`config.mk`:
```
export PLATFORM = sky130hd
export DESIGN_NAME = fetch_stage
export DESIGN_NICKNAME = d
export VERILOG_FILES = /design/src/rtl/fetch_stage.sv
export SDC_FILE = /design/constraint.sdc
export NUM_CORES = 1
export LEC_CHECK = 0
export CELL_PAD_IN_SITES_DETAIL_PLACEMENT = 1
export CELL_PAD_IN_SITES_GLOBAL_PLACEMENT = 1
export CORE_MARGIN = 2
export CORE_UTILIZATION = 39
export DETAILED_ROUTE_END_ITERATION = 16
export PLACE_DENSITY = 0.8
export SYNTH_ARGS = -nofsm -noshare
export SYNTH_HDL_FRONTEND = slang
export SYNTH_SLANG_ARGS = --single-unit
```
`constraint.sdc`:
```
create_clock -name clk -period 3.7 [get_ports clk]
set_input_delay 0.37 -clock clk [delete_from_list [all_inputs] [get_ports clk]]
set_output_delay 0.37 -clock clk [all_outputs]
set_load 0.1 [all_outputs]
```
`src/rtl/fetch_stage.sv`:
```
// fetch_stage: instruction fetch with PC register, combinational instruction
// ROM and a registered output stage using a valid/ready handshake. A run FSM
// (IDLE/FETCH) gates fetching. Taken branches squash the word in flight, and
// start/halt restart or stop the stream.
// Optional feature: define FETCH_REL_BRANCH_EN to treat target as a signed
// offset from the PC of the most recently accepted instruction. When it is
// undefined, target is an absolute, zero-extended address.
// ROM contents: word(a) = (a*37 + 11) truncated to instr_width bits for
// a < rom_size. Any address >= rom_size reads as zero (NOP).
module fetch_stage #(
    parameter int rom_size     = 512,
    parameter int instr_width  = 9,
    parameter int target_width = 8,
    localparam int aw          = $clog2(rom_size) + 1
) (
    input  logic                    clk,
    input  logic                    rst_n,
    input  logic                    start,
    input  logic [aw-1:0]           start_addr,
    input  logic                    halt,
    input  logic                    branch,
    input  logic                    taken,
    input  logic [target_width-1:0] target,
    input  logic                    instr_ready,
    output logic                    instr_valid,
    output logic [instr_width-1:0]  instr_out,
    output logic [aw-1:0]           pc_out,
    output logic                    busy
);

    typedef enum logic {IDLE = 1'b0, FETCH = 1'b1} state_t;

    state_t                 state_q, state_d;
    logic [aw-1:0]          pc_q, pc_d;
    logic [aw-1:0]          pc_out_q, pc_out_d;
    logic [instr_width-1:0] instr_q, instr_d;
    logic                   valid_q, valid_d;
    logic                   accept;
    logic                   take_branch;
    logic                   load;
    logic [aw-1:0]          target_pc;

    // Instruction ROM contents; out-of-range addresses return a NOP
    function automatic logic [instr_width-1:0] rom_word(input logic [aw-1:0] addr);
        logic [31:0] t;
        t = 32'(addr) * 32'd37 + 32'd11;
        if (32'(addr) >= 32'(rom_size)) rom_word = '0;
        else                            rom_word = t[instr_width-1:0];
    endfunction

    // Handshake and branch qualifiers shared by all next-state logic
    always_comb begin
        accept      = valid_q && instr_ready;
        take_branch = branch && taken;
        load        = !valid_q || instr_ready;
    end

`ifdef FETCH_REL_BRANCH_EN
    logic [aw-1:0]        acc_pc_q, acc_pc_d;
    logic signed [aw-1:0] offset;

    // The branch is the word being accepted now, so forward pc_out when accepting
    always_comb begin
        acc_pc_d  = accept ? pc_out_q : acc_pc_q;
        offset    = {{(aw-target_width){target[target_width-1]}}, target};
        target_pc = acc_pc_d + offset;
    end

    // Track the PC of the most recently accepted instruction
    always_ff @(posedge clk or negedge rst_n) begin
        if (!rst_n) acc_pc_q <= '0;
        else        acc_pc_q <= acc_pc_d;
    end
`else
    // Absolute branch target, zero-extended to the PC width
    always_comb begin
        target_pc = {{(aw-target_width){1'b0}}, target};
    end
`endif

    // Run FSM next state: start wins over halt and also restarts from FETCH
    always_comb begin
        state_d = state_q;
        if (start)                          state_d = FETCH;
        else if (state_q == FETCH && halt)  state_d = IDLE;
    end

    // PC and output register next values, by priority start > halt > branch > load
    always_comb begin
        pc_d     = pc_q;
        pc_out_d = pc_out_q;
        instr_d  = instr_q;
        valid_d  = valid_q;
        if (start) begin
            pc_d    = start_addr;
            valid_d = 1'b0;
        end else if (state_q == FETCH) begin
            if (halt) begin
                valid_d = 1'b0;
            end else if (take_branch) begin
                pc_d    = target_pc;
                valid_d = 1'b0;
            end else if (load) begin
                instr_d  = rom_word(pc_q);
                pc_out_d = pc_q;
                valid_d  = 1'b1;
                pc_d     = pc_q + aw'(1);
            end
        end
    end

    // State, PC and output registers with asynchronous clear
    always_ff @(posedge clk or negedge rst_n) begin
        if (!rst_n) begin
            state_q  <= IDLE;
            pc_q     <= '0;
            pc_out_q <= '0;
            instr_q  <= '0;
            valid_q  <= 1'b0;
        end else begin
            state_q  <= state_d;
            pc_q     <= pc_d;
            pc_out_q <= pc_out_d;
            instr_q  <= instr_d;
            valid_q  <= valid_d;
        end
    end

    // Outputs come straight from registers; busy decodes the run state
    always_comb begin
        instr_valid = valid_q;
        instr_out   = instr_q;
        pc_out      = pc_out_q;
        busy        = (state_q == FETCH);
    end

endmodule

```
## After elaboration in Yosys (flattened, before gate mapping)

Index checks and enable logic that the tools add are counted.

| storage, ports and cells | value |
|---|---|
| bits in registers | 31 |

| operators by class | value |
|---|---|
| mux-type cells | 13 |
| add/sub/neg operators | 2 |
| reduce and logical (&&, ||, !) cells | 11 |
| magnitude comparators | 1 |
| multiply operators | 1 |
| bitwise operators | 3 |
| equal/unequal tests | 1 |

Operators with widths:

| cell | number |
|---|---|
| 10-bit 2-to-1 mux | 5 |
| 10-bit by 1-bit adder with 10-bit output (second input constant) | 1 |
| 10-bit >= comparator (second input constant) | 1 |
| 10-bit by 6-bit multiplier with 9-bit output (second input constant) | 1 |
| 9-bit by 4-bit adder with 9-bit output (second input constant) | 1 |
| 9-bit 2-to-1 mux | 1 |
| 1-bit 2-to-1 mux | 7 |
| 5-bit AND reduction | 1 |
| 2-bit nonzero test | 2 |
| 4-bit nonzero test | 1 |
| 1-bit inverter | 3 |
| 3-bit AND reduction | 1 |
| 3-bit nonzero test | 1 |
| 1-bit logical AND | 2 |
| 2-bit != test (second input constant) | 1 |
| 2-bit AND reduction | 1 |
| 1-bit logical NOT | 1 |
| 1-bit logical OR | 1 |

## Logic depth before layout (Yosys ltp)

Gate-level depths: netlist of the first run.

| depth | value |
|---|---|
| depth in word-level cells | 7 |
| mapped depth | 11 |

## Worst setup path after synthesis of the first run

OpenSTA, ideal clock, no wires.

| timing path | value |
|---|---|
| path kind | flip-flop to flip-flop |
| start point | register pc_q[4] |
| end point | register instr_q[8] (netlist: instr_out[8]) |
| stages on the path, launching flop included | 12 |
| required time | 3.577 ns |
| path slack | 0.344 ns |
| arrival time | 3.233 ns |
| cell sequence | dfrtp_1 > ha_1 > ha_1 > inv_1 > fa_1 > inv_1 > ha_1 > ha_1 > and3_1 > and3_1 > or4_1 > a32o_1 |

| on the way | value |
|---|---|
| cells in the longest elaborated chain, start to end | 3 |

Ends and longest elaborated chain:

| item | RTL line | RTL |
|---|---|---|
| start, declared | 34 | `logic [aw-1:0] pc_q, pc_d;` |
| start signal, assigned | 122 | `pc_q <= pc_d;` |
| 10-bit by 6-bit multiplier with 9-bit output | 46 | `t = 32'(addr) * 32'd37 + 32'd11;` |
| 9-bit by 4-bit adder with 9-bit output | 46 |  |
| 9-bit 2-to-1 mux (*) | 47 | `if (32'(addr) >= 32'(rom_size)) rom_word = '0;` |
| end signal, assigned | 124 | `instr_q <= instr_d;` |
| end, declared | 36 | `logic [instr_width-1:0] instr_q, instr_d;` |

Every way passes the cells marked *; elsewhere a longest branch is shown, timed or not.
A chain may end at the register's enable or synchronous reset.

## Worst setup path in the final report of the first run

Ends and elaborated chain as after synthesis.

==> results.toml, run 1 <==
[pwr]
leakage_uw = 0.001261
clkPwrFrac = 0.122
intPower_uw = 1090
power_density_nw_per_um2 = 837.1
p_comb_frac = 0.661
p_sw_frac = 0.5244
vdd_drop_max_uv = 593.0
seqPwrFrac = 0.217
p_sw_uw = 1202

[logic_synthesis]
post_synth_inst_count = 209
ys_types = 44
synth_area_leaders = "dfrtp_1, ha_1, mux2_2"
ys_ff_latch = 31
yosys.area.top_type = "dfrtp_1"
synth_edf_count = 0
yosys_warnings = 0
avgSynthCellArea_sq_um = 10.00
synth-seq-area-share = 0.3710
syn_nets = 261
synth_top_area_share = 0.3710
synth_area_sq_um = 2091
async_flop_share = 1.000
synth_flop_cell = "dfrtp_1"

[setup_path]
path_max_fanout = 6
worstPathArrival_ns = 3.68
crit_required_ns = 3.88
end_kind = "flop"
r2r_cells = 11
crit_path_start_kind = "flop"
r2r-start = "pc_q[4]"
critical_path_class = "reg2reg"
r2r-end = "instr_out[8]"
r2r_slack_ns = 0.19

[placement]
place_area_sq_um = 2650
hpwl_microns = 4263
placed_cells = 323
gp_congestion = 0.8476
io_buffers = 45

[cts]
clk_latency_ns = 0.29
ctsHtreeMaxLevel = 2
cts_made_buffers = 5
clkSinkCount = 31
cts_tree = "done"
clk_pin_slew_ns = 0.06
cts_hold_buf = 0
postCtsSetupBuffers = 0
cts_resized = 0
cts_buffer_depth = 2
cts_root_buffer = "clkbuf_8"

[die]
core.rowCount = 26
ioPinCount = 46
start_util = 0.4068
die_area_sq_um = 5963
die_h_microns = 77.22
die-width_microns = 77.22
coreArea_sq_um = 5140

[global_routing]
overflow = 0
grt_max_degree = 32
antenna_found_initial = 0
first_global_vias = 1945
grt_pass1_wl_microns = 9556
gr-usage-all-layers = 0.2046

[routing]
num_vias = 1816
wire_per_inst_microns = 17.22
drc = 0
drt.antenna.violating_nets = 0
wirelength_microns = 5684
dr.first_iter.drc_count = 103
drt_pre_antenna_iters = 4
vias_per_cell = 5.503

[finish]
antenna_cells = 0
final_nets = 312
fin_cells = 330
area_delta_synth_final_pct = 30.94
stdcell_area_sq_um = 2738
drive_gt1_frac = 0.1000

[outcome]
status = "finished clean"

[timing]
rsz0062_at_grt = "false"
worst_pin_slew_ns = 0.9812
hold_ws_ns = 0.4763
final.setup.tns_ns = 0
period_share = 0.9476
slew_headroom = 0.3438
slew_violations = 0
setup_viol = 0
hold_viol_final = 0
period_needed_ns = 3.506
fmax_mhz = 285.2
clock_skew_ns = 0.006616

[worst_hold_path]
hp-class = "in2async"

[job]
maxCapViolCount = 0
cell usage in the layout, fill, tap and decap left out, drive strengths merged, types with 5 or more instances in the layout:
cell type	Yosys	final
dfrtp	31	31
nor2	12	12
o31ai	9	9
buf	1	7
o21ai	8	8
inv	11	11
clkdlybuf4s50	0	45
mux2	8	8
ha	24	24
xnor2	5	5
a21oi	8	8
clkbuf	7	6
nand2	22	22
area by class of cell:
class	count	area (sq um)
clock buffers	6	82.58
clock inverters	1	5.005
fillers	613	2402
inverters	11	41.29
multi-input cells	159	1242
flip-flops and latches	31	775.7
well taps	70	87.58
repair buffers	52	503.0
registers in the layout, summed over array words and instances, names as in the netlist:
name	count
pc_q	10
instr_out	9
busy	1
pc_out	10
instr_valid	1
cell families (layout without fill, tap and decap cells):
kind of cell	after synthesis	after routing	share of synthesized area
and+or+nand+nor	56	56	0.1251
xor gates and xnor gates	11	11	0.05924
buffers and inverters	19	70	0.03471
DFF	31	31	0.3710
AOI/OAI and AO/OA	56	56	0.1897
muxes	9	9	0.04788
adders and majority gates	27	27	0.1724
worst max path at each step:
stage / slack, ns / to / from / depth (start not counted)
5_1_grt: 0.05 / instr_out[8] / pc_q[4] / 11
6_report: 0.19 / instr_out[8] / pc_q[4] / 11
2_1_floorplan: 0.34 / instr_out[8] / pc_q[4] / 11
4_1_cts: 0.17 / instr_out[8] / pc_q[4] / 11
3_3_place_gp: 0.27 / instr_out[8] / pc_q[4] / 11
3_5_place_dp: 0.18 / instr_out[8] / pc_q[4] / 11
metrics by stage:
step / power [uW] / utilization / setup WS [ns]
after global placement: 1983 / 0.5156 / 0.2694
after detailed placement: 2027 / 0.5156 / 0.1753
after floorplan: 1644 / - / 0.3437
after CTS: 2312 / 0.5326 / 0.1728
after global routing: 2433 / 0.5326 / 0.05430
final: 2292 / 0.5326 / 0.1940
power groups by stage:
| stage | Combinational, uW | Sequential, uW | Clock (uW) |
|---|---|---|---|
| 6_report | 1510 | 497 | 280 |
| 5_1_grt | 1620 | 514 | 295 |
| 4_1_cts | 1530 | 500 | 284 |
| 3_5_place_dp | 1520 | 506 | 0 |
| 3_3_place_gp | 1480 | 499 | 0 |
| 2_1_floorplan | 581 | 1060 | 0 |
worst max-delay path, cell delays in order (launching register included):
cell and delay (ns):
dfrtp_1 0.45, ha_1 0.33, ha_1 0.27, inv_1 0.05, fa_1 0.52, inv_1 0.04
ha_1 0.29, ha_1 0.37, and3_1 0.17, and3_1 0.18, or4_1 0.46, a32o_1 0.27
synth_stat cells, types with 3 or more instances:
| cell type | count |
|---|---|
| a211o_1 | 3 |
| a31oi_1 | 4 |
| a31o_2 | 3 |
| inv_1 | 11 |
| a21o_1 | 4 |
| nor2_1 | 12 |
| nand3_1 | 4 |
| o31ai_1 | 9 |
| xnor2_1 | 5 |
| ha_1 | 24 |
| clkbuf_1 | 6 |
| mux2_2 | 8 |
| or3_1 | 3 |
| o21ai_0 | 8 |
| a21oi_1 | 8 |
| a22oi_1 | 4 |
| nor3_1 | 3 |
| nand2_1 | 22 |
| fa_1 | 3 |
| xor2_1 | 4 |
| dfrtp_1 | 31 |
per-layer routing:
metal  global-route usage  up-vias  wire (microns)
met5                    0        -               0
met4              0.06786        0              91
met3              0.03882        8             195
met2               0.3426       41            2778
met1               0.2653      909            2618
li1                     -      858               -
Note: power is estimated with default switching activity, not from simulation.
==> run 2: changes to the inputs <==
--- a/config.mk
+++ b/config.mk
@@ -7,10 +7,12 @@
 export LEC_CHECK = 0
 export CELL_PAD_IN_SITES_DETAIL_PLACEMENT = 1
 export CELL_PAD_IN_SITES_GLOBAL_PLACEMENT = 1
+export CORE_ASPECT_RATIO = 0.6
 export CORE_MARGIN = 2
-export CORE_UTILIZATION = 39
+export CORE_UTILIZATION = 48
 export DETAILED_ROUTE_END_ITERATION = 16
-export PLACE_DENSITY = 0.8
+export DONT_BUFFER_PORTS = 1
+export PLACE_DENSITY = 0.79
 export SYNTH_ARGS = -nofsm -noshare
 export SYNTH_HDL_FRONTEND = slang
 export SYNTH_SLANG_ARGS = --single-unit
==> results.toml, run 2 (synthesis results as in run 1) <==
[pwr]
power.total_uw = 2211
p_comb_frac = 0.383
p_sw_uw = 1219
power_density_nw_per_um2 = 945.4
leakage_uw = 0.001109
intPower_uw = 991.5
p_sw_frac = 0.5515
vdd_drop_max_uv = 522.4
clkPwrFrac = 0.135
seqPwrFrac = 0.482

[setup_path]
end_kind = "flop"
path_max_fanout = 6
r2r_cells = 11
r2r-end = "instr_out[8]"
critical_path_class = "reg2reg"
r2r_slack_ns = 0.13
crit_required_ns = 3.88
worstPathArrival_ns = 3.74
r2r-start = "pc_q[4]"
crit_path_start_kind = "flop"

[timing]
slew_violations = 0
slew_headroom = 0.3932
setup_viol = 0
hold_viol_final = 0
final.setup.tns_ns = 0
rsz0062_at_grt = "false"
period_share = 0.9639
fmax_mhz = 280.4
clock_skew_ns = 0.001473
worst_pin_slew_ns = 0.9103
period_needed_ns = 3.566

[die]
die_area_sq_um = 4917
die-width_microns = 89.21
ioPinCount = 46
die_h_microns = 55.12
core.rowCount = 18
coreArea_sq_um = 4144
start_util = 0.5045

[routing]
drc = 0
num_vias = 1696
dr.first_iter.drc_count = 104
drt_pre_antenna_iters = 4
drt.antenna.violating_nets = 0
vias_per_cell = 6.079
wire_per_inst_microns = 21.05
wirelength_microns = 5872

[finish]
fin_cells = 279
antenna_cells = 0
seq_area_sq_um = 777.0
drive_gt1_frac = 0.1370
final_nets = 270
area_delta_synth_final_pct = 11.85
nFillCells = 482
final_cell_mix = "dfrtp_1, ha_1, nand2_1, nor2_1, inv_1"
final_common_cell = "dfrtp_1"
multi_input_area_sq_um = 1255

[cts]
cts_root_buffer = "clkbuf_8"
ctsHtreeMaxLevel = 2
cts_buffer_depth = 2
cts_tree = "done"
clk_pin_slew_ns = 0.06
clk_latency_ns = 0.29
clkSinkCount = 31
cts_made_buffers = 5

[outcome]
status = "finished clean"

[global_routing]
grt_max_degree = 32
gr-usage-all-layers = 0.2535
antenna_found_initial = 0
overflow = 0
first_global_vias = 1769
grt_pass1_wl_microns = 8832

[worst_hold_path]
hp-class = "in2reg"
holdPathEnd = "instr_valid"
hold_start = "start"
hold_depth = 1

[placement]
io_buffers = 0
hpwl_microns = 4289
gp_congestion = 0.8488
placed_cells = 269

[job]
maxCapViolCount = 0
## run 2: power groups by stage
stage / Combinational, uW / Clock [uW] / Sequential [uW]
2_1_floorplan: 581 / 0 / 1060
3_3_place_gp: 712 / 0 / 1070
3_5_place_dp: 784 / 0 / 1070
4_1_cts: 808 / 306 / 1070
5_1_grt: 938 / 321 / 1080
6_report: 846 / 299 / 1070
## run 2: worst max-delay path by stage
stage / from / slack, ns / to
2_1_floorplan: pc_q[4] / 0.34 / instr_out[8]
3_3_place_gp: pc_q[4] / 0.28 / instr_out[8]
3_5_place_dp: pc_q[4] / 0.06 / instr_out[8]
4_1_cts: pc_q[4] / 0.02 / instr_out[8]
5_1_grt: pc_q[4] / 0.008 / instr_out[8]
6_report: pc_q[4] / 0.13 / instr_out[8]
## run 2: area by class of cell
| class | instances | share of cell area |
|---|---|---|
| multi-input cells | 159 | 0.5366 |
| flip-flops and latches | 31 | 0.3323 |
| clock buffers | 8 | 0.04280 |
| repair buffers | 10 | 0.03852 |
| well taps | 60 | 0.03210 |
| inverters | 11 | 0.01766 |
## run 2: layer usage
metal | up-vias | share of wire | GRT usage
met1 | 852 | 0.46 | 0.3358
met5 | - | 0 | 0
met4 | 0 | 0.017 | 0.09950
met2 | 53 | 0.47 | 0.4086
li1 | 779 | - | -
met3 | 12 | 0.047 | 0.05935
## run 2: through the flow
stage               area [sq um]  setup WS [ns]    util  hold WS, ns
detailed placement          2195        0.05643  0.5296      0.07503
global route                2338       0.007632  0.5643       0.1304
global placement            2195         0.2849  0.5296      0.07501
finish                      2338         0.1336  0.5643       0.1383
CTS                         2325        0.01993  0.5610       0.1317
floorplan                   2091         0.3437       -      0.07441
## run 2: critical path, stage by stage (launching register included)
cell     delay, ns
dfrtp_2       0.46
ha_1          0.32
ha_1          0.30
inv_1         0.08
fa_1          0.56
inv_1         0.05
ha_1          0.33
ha_4          0.28
and3_1        0.15
and3_1        0.18
or4_1         0.46
a32o_1        0.27
## run 2: what timing repair did
item,in CTS,in global routing
endpoints found under the setup margin,0,1
hold buffers,2,0
setup buffers,0,0
hold endpoints to repair,31,0
resized for setup,0,2
==> run 3: changes to the inputs <==
--- a/config.mk
+++ b/config.mk
@@ -10,6 +10,7 @@
 export CORE_ASPECT_RATIO = 0.6
 export CORE_MARGIN = 2
 export CORE_UTILIZATION = 48
+export CTS_CLUSTER_DIAMETER = 50
 export DETAILED_ROUTE_END_ITERATION = 16
 export DONT_BUFFER_PORTS = 1
 export PLACE_DENSITY = 0.79
==> results of run 3 <==
Final layout, timing and power as in run 2 (identical DEF).
==> patch 1 (config.mk and constraints of run 3) <==
Set the parameter `rom_size` to 256 (it was 512).
--- a/src/rtl/fetch_stage.sv
+++ b/src/rtl/fetch_stage.sv
@@ -9,5 +9,5 @@
 // a < rom_size. Any address >= rom_size reads as zero (NOP).
 module fetch_stage #(
-    parameter int rom_size     = 512,
+    parameter int rom_size     = 256,
     parameter int instr_width  = 9,
     parameter int target_width = 8,
Ports: changed (resized pc_out and start_addr); port bits go from 46 to 44. No check against the original RTL was run, so the function may have changed too.
==> patch 1 against run 3 <==
Worst hold slack gained 3.2 ps. Cell area fell by 3.3%. Synthesized cell count fell by 5.3%. Sequential cell count fell by 2. Worst setup slack improved by 36 ps. Total power fell by 1.8%. Wire length is 8.0% lower. Critical path depth down 2. Synthesized area shrank 3.2%. Global-route usage fell by 0.79 points. Largest cell class unchanged. Largest power group unchanged. Highest routed layer unchanged.
==> patch 1: results (changes against run 3) <==
share of cells above drive strength 1=0.130 (was 0.137); status=finished clean (unchanged); post-synth cell types=47 (was 44); pin count of the biggest net entering global routing=30 (was 32); Seq/Total Area, Yosys=0.359 (was 0.371); Hold WS=142 ps (was 138 ps); Multi-input gate area=1210 um^2 (was 1250 um^2); relative slew slack=0.143 (was 0.393); fraction of area in registers=0.321 (was 0.332); synth cell count leaders=dfrtp_1 (29), ha_1 (24), nand2_1 (16) (was dfrtp_1 (31), ha_1 (24), nand2_1 (22)); syn_nets=249 (was 261); Global Route Usage Sum=0.246 (was 0.254); inverters=13 (was 11); GP Congestion=0.726 (was 0.849); Avg WL per Cell=20.2 um (was 21.0 um); Post-Place Cells=257 (was 269); layout filler cell count=451 (was 482); Detailed Route WL=5400 um (was 5870 um); global-route wire length before repair=8530 um (was 8830 um); design area=2260 um^2 (was 2340 um^2); clkbuf count=7 (was 8); Worst Setup Slack post-DPL=224 ps (was 56.4 ps); placed cell area=2120 um^2 (was 2190 um^2); Crit path arrival time=3700 ps (was 3740 ps); syn_area_per_cell=10.2 um^2 (was 10.0 um^2); Internal Pwr Total=1.00 mW (was 0.992 mW); post-route setup slack=169 ps (was 134 ps); Crit. Startpoint=pc_q[5]$_DFFE_PN0P_ (was pc_q[4]$_DFFE_PN0P_); chip width=87.8 um (was 89.2 um); worst-path fanout max=8 (was 6)
[patch 1: cell families (layout without fill, tap and decap cells)]
kind of cell,Yosys count,after routing,synth area share
compound gates,51,51,0.176
xor+xnor,11,11,0.0705
flops,29,29,0.359
fa+ha+maj,27,27,0.178
mux,9,9,0.0489
simple gates,49,49,0.122
buf+inv,22,31,0.0451
[patch 1: routing by layer]
layer	GRT usage	vias to the layer above	wire length (um)
li1	-	731	-
met3	0.0528	4	239
met4	0.0615	0	41
met1	0.345	782	2680
met2	0.393	36	2440
met5	0	-	0
[patch 1: power groups by stage]
stage                     combinational [mW]  sequential (mW)  clock (mW)
after floorplan                        0.590            0.993           0
after global placement                 0.729            0.995           0
after detailed placement               0.798             1.00           0
after CTS                              0.831            0.995       0.353
after global routing                   0.924             1.00       0.367
final                                  0.824            0.994       0.352
[patch 1: timing repair]
item / CTS / global route
buffers inserted: 0 / 0
endpoints found under the hold margin: 29 / 0
hold buffers: 2 / 0
==> patch 2 (config.mk and constraints of run 3) <==
Made on the original files. Take the reset off `pc_q` and load it in a clocked block of its own.
--- a/src/rtl/fetch_stage.sv
+++ b/src/rtl/fetch_stage.sv
@@ -114,5 +114,4 @@
         if (!rst_n) begin
             state_q  <= IDLE;
-            pc_q     <= '0;
             pc_out_q <= '0;
             instr_q  <= '0;
@@ -120,9 +119,12 @@
         end else begin
             state_q  <= state_d;
-            pc_q     <= pc_d;
             pc_out_q <= pc_out_d;
             instr_q  <= instr_d;
             valid_q  <= valid_d;
         end
+    end
+
+    always_ff @(posedge clk) begin
+        pc_q <= pc_d;
     end
 
Behaviour: no difference found for any inputs over 4 cycles, from zero or initial values and one cycle with rst_n low; that may be too few to reach the edited logic, so the function may still have changed.
==> patch 2 against run 3 <==
Global-route usage decreased by 0.66 points. Non-clock buffer count decreased by 1. Utilization decreased by 1.2 points. Sequential cell count unchanged. Die area decreased by 2.1%. Cell area decreased by 3.1%. Total power decreased by 14%. Synthesized area decreased by 2.3%. Count of clock-buffer cells in the layout decreased by 1. Worst setup slack got worse by 59 ps. Combinational power decreased by 34%. Via count decreased by 9.8%. Wire length decreased by 8.5%. Largest power group unchanged.
==> patch 2: results (changes against run 3) <==
status=finished clean (unchanged); register clock-pin slew on the reported worst setup and hold paths=70 ps; WL met3=318 um (was 274 um); Layout Nets=248 (was 270); post-synth cell types=40 (was 44); GP Congestion=0.802 (was 0.849); Crit path arrival time=3800 ps (was 3740 ps); Hold WS=140 ps (was 138 ps); Avg WL per Cell=20.9 um (was 21.0 um); CTS root buf=clkbuf_8 (unchanged); met2 usage in global routing=0.380 (was 0.409); Compound-Gate Fraction of Synth Area=0.129 (was 0.190); Global Route Usage Sum=0.247 (was 0.254); Area Overhead vs Synth=10.9% (was 11.8%); r2r setup slk=70 ps (was 130 ps); share of cells above drive strength 1=0.142 (was 0.137); number of synthesized flops with an enable pin=10 (was 0); # resized after CTS=0 (unchanged); hold depth=1 (unchanged); global-route wire length before repair=8410 um (was 8830 um); synth cell count leaders=ha_1 (24), dfrtp_1 (21), nand2_1 (17) (was dfrtp_1 (31), ha_1 (24), nand2_1 (22)); XOR/XNOR share of the synthesized area=0.0692 (was 0.0592); FF-to-FF Start=pc_q[5]$_DFFE_PP_ (was pc_q[4]$_DFFE_PN0P_); via density per instance=5.95 (was 6.08); VDD IR max=348 uV (was 522 uV); placed cell area=2140 um^2 (was 2190 um^2); Seq/Total Area, Yosys=0.404 (was 0.371); GR met3 Demand/Resource=0.0633 (was 0.0593); Num CTS Buffers=5 (unchanged); reg2reg path depth=9 (was 11); WL met2=2390 um (was 2770 um); Slew @ Worst Pin=1190 ps (was 910 ps); LEAKAGE=1.08 nW (was 1.11 nW); HPWL after DPL=4180 um (was 4290 um); reg-to-reg critical path endpoint=instr_out[8]$_DFFE_PN0P_ (unchanged); Iteration-0 DRC Markers=89 (was 104); met1 WL=2500 um (was 2730 um); layout filler cell count=451 (was 482); top post-synthesis cells by area=dfrtp_1 (26%), edfxtp_1 (15%), ha_1 (15%) (was dfrtp_1 (37%), ha_1 (14%), mux2_2 (4.3%)); GRT met1 Usage=0.330 (was 0.336); vias in the first global route=1605 (was 1769); Synth Area in Adders=0.176 (was 0.172); worst-path fanout max=8 (was 6); Worst Skew=4.16 ps (was 1.47 ps); syn_nets=239 (was 261); mux contribution to synthesized area=0.0698 (was 0.0479); Synth async-reset ratio=0.677 (was 1.00); pin count of the biggest net entering global routing=23 (was 32); Hold EP=instr_valid$_DFFE_PN0P_ (unchanged); Top Metal Used=met4 (unchanged)
-- patch 2: cell type report --
type / count / share of cell area
clock buffers: 7 / 0.0475
clock inverters: 1 / 0.00221
inverters: 11 / 0.0182
multi-input cells: 138 / 0.504
flip-flops and latches: 31 / 0.364
well taps: 60 / 0.0331
repair buffers: 9 / 0.0309
-- patch 2: what timing repair did --
| item | in CTS | in global routing |
|---|---|---|
| endpoints found under the setup margin | 0 | 0 |
| endpoints found under the hold margin | 21 | 0 |
| hold buffers | 1 | 0 |
-- patch 2: critical path: stages (launching register included) --
cell and delay, ps:
edfxtp_1 510, ha_1 350, ha_1 330, fa_1 490, ha_1 310, ha_1 360, and3_1 200, and3_1 190
or4_1 490, a32o_1 280
-- patch 2: how the worst max path moves through the flow --
stage	start	endpoint	slack (ps)	depth (start not counted)
CTS	pc_q[5]$_DFFE_PP_	instr_out[8]$_DFFE_PN0P_	90	9
finish	pc_q[5]$_DFFE_PP_	instr_out[8]$_DFFE_PN0P_	70	9
floorplan	pc_q[4]$_DFFE_PP_	instr_out[8]$_DFFE_PN0P_	290	11
detailed placement	pc_q[5]$_DFFE_PP_	instr_out[8]$_DFFE_PN0P_	110	9
global placement	pc_q[5]$_DFFE_PP_	instr_out[8]$_DFFE_PN0P_	300	9
global route	pc_q[5]$_DFFE_PP_	instr_out[8]$_DFFE_PN0P_	9	9
-- patch 2: metrics by stage --
step | setup WS [ps] | instances | total power [mW]
CTS | 92.7 | 257 | 1.91
global placement | 301 | 248 | 1.50
floorplan | 292 | 187 | 1.41
finish | 74.2 | 257 | 1.91
global route | 9.50 | 257 | 1.99
detailed placement | 105 | 248 | 1.57
-- patch 2: power by group --
group          internal, mW  switching, mW
logic                 0.263          0.293
registers             0.431          0.593
clock network         0.191          0.139
total                 0.884           1.02
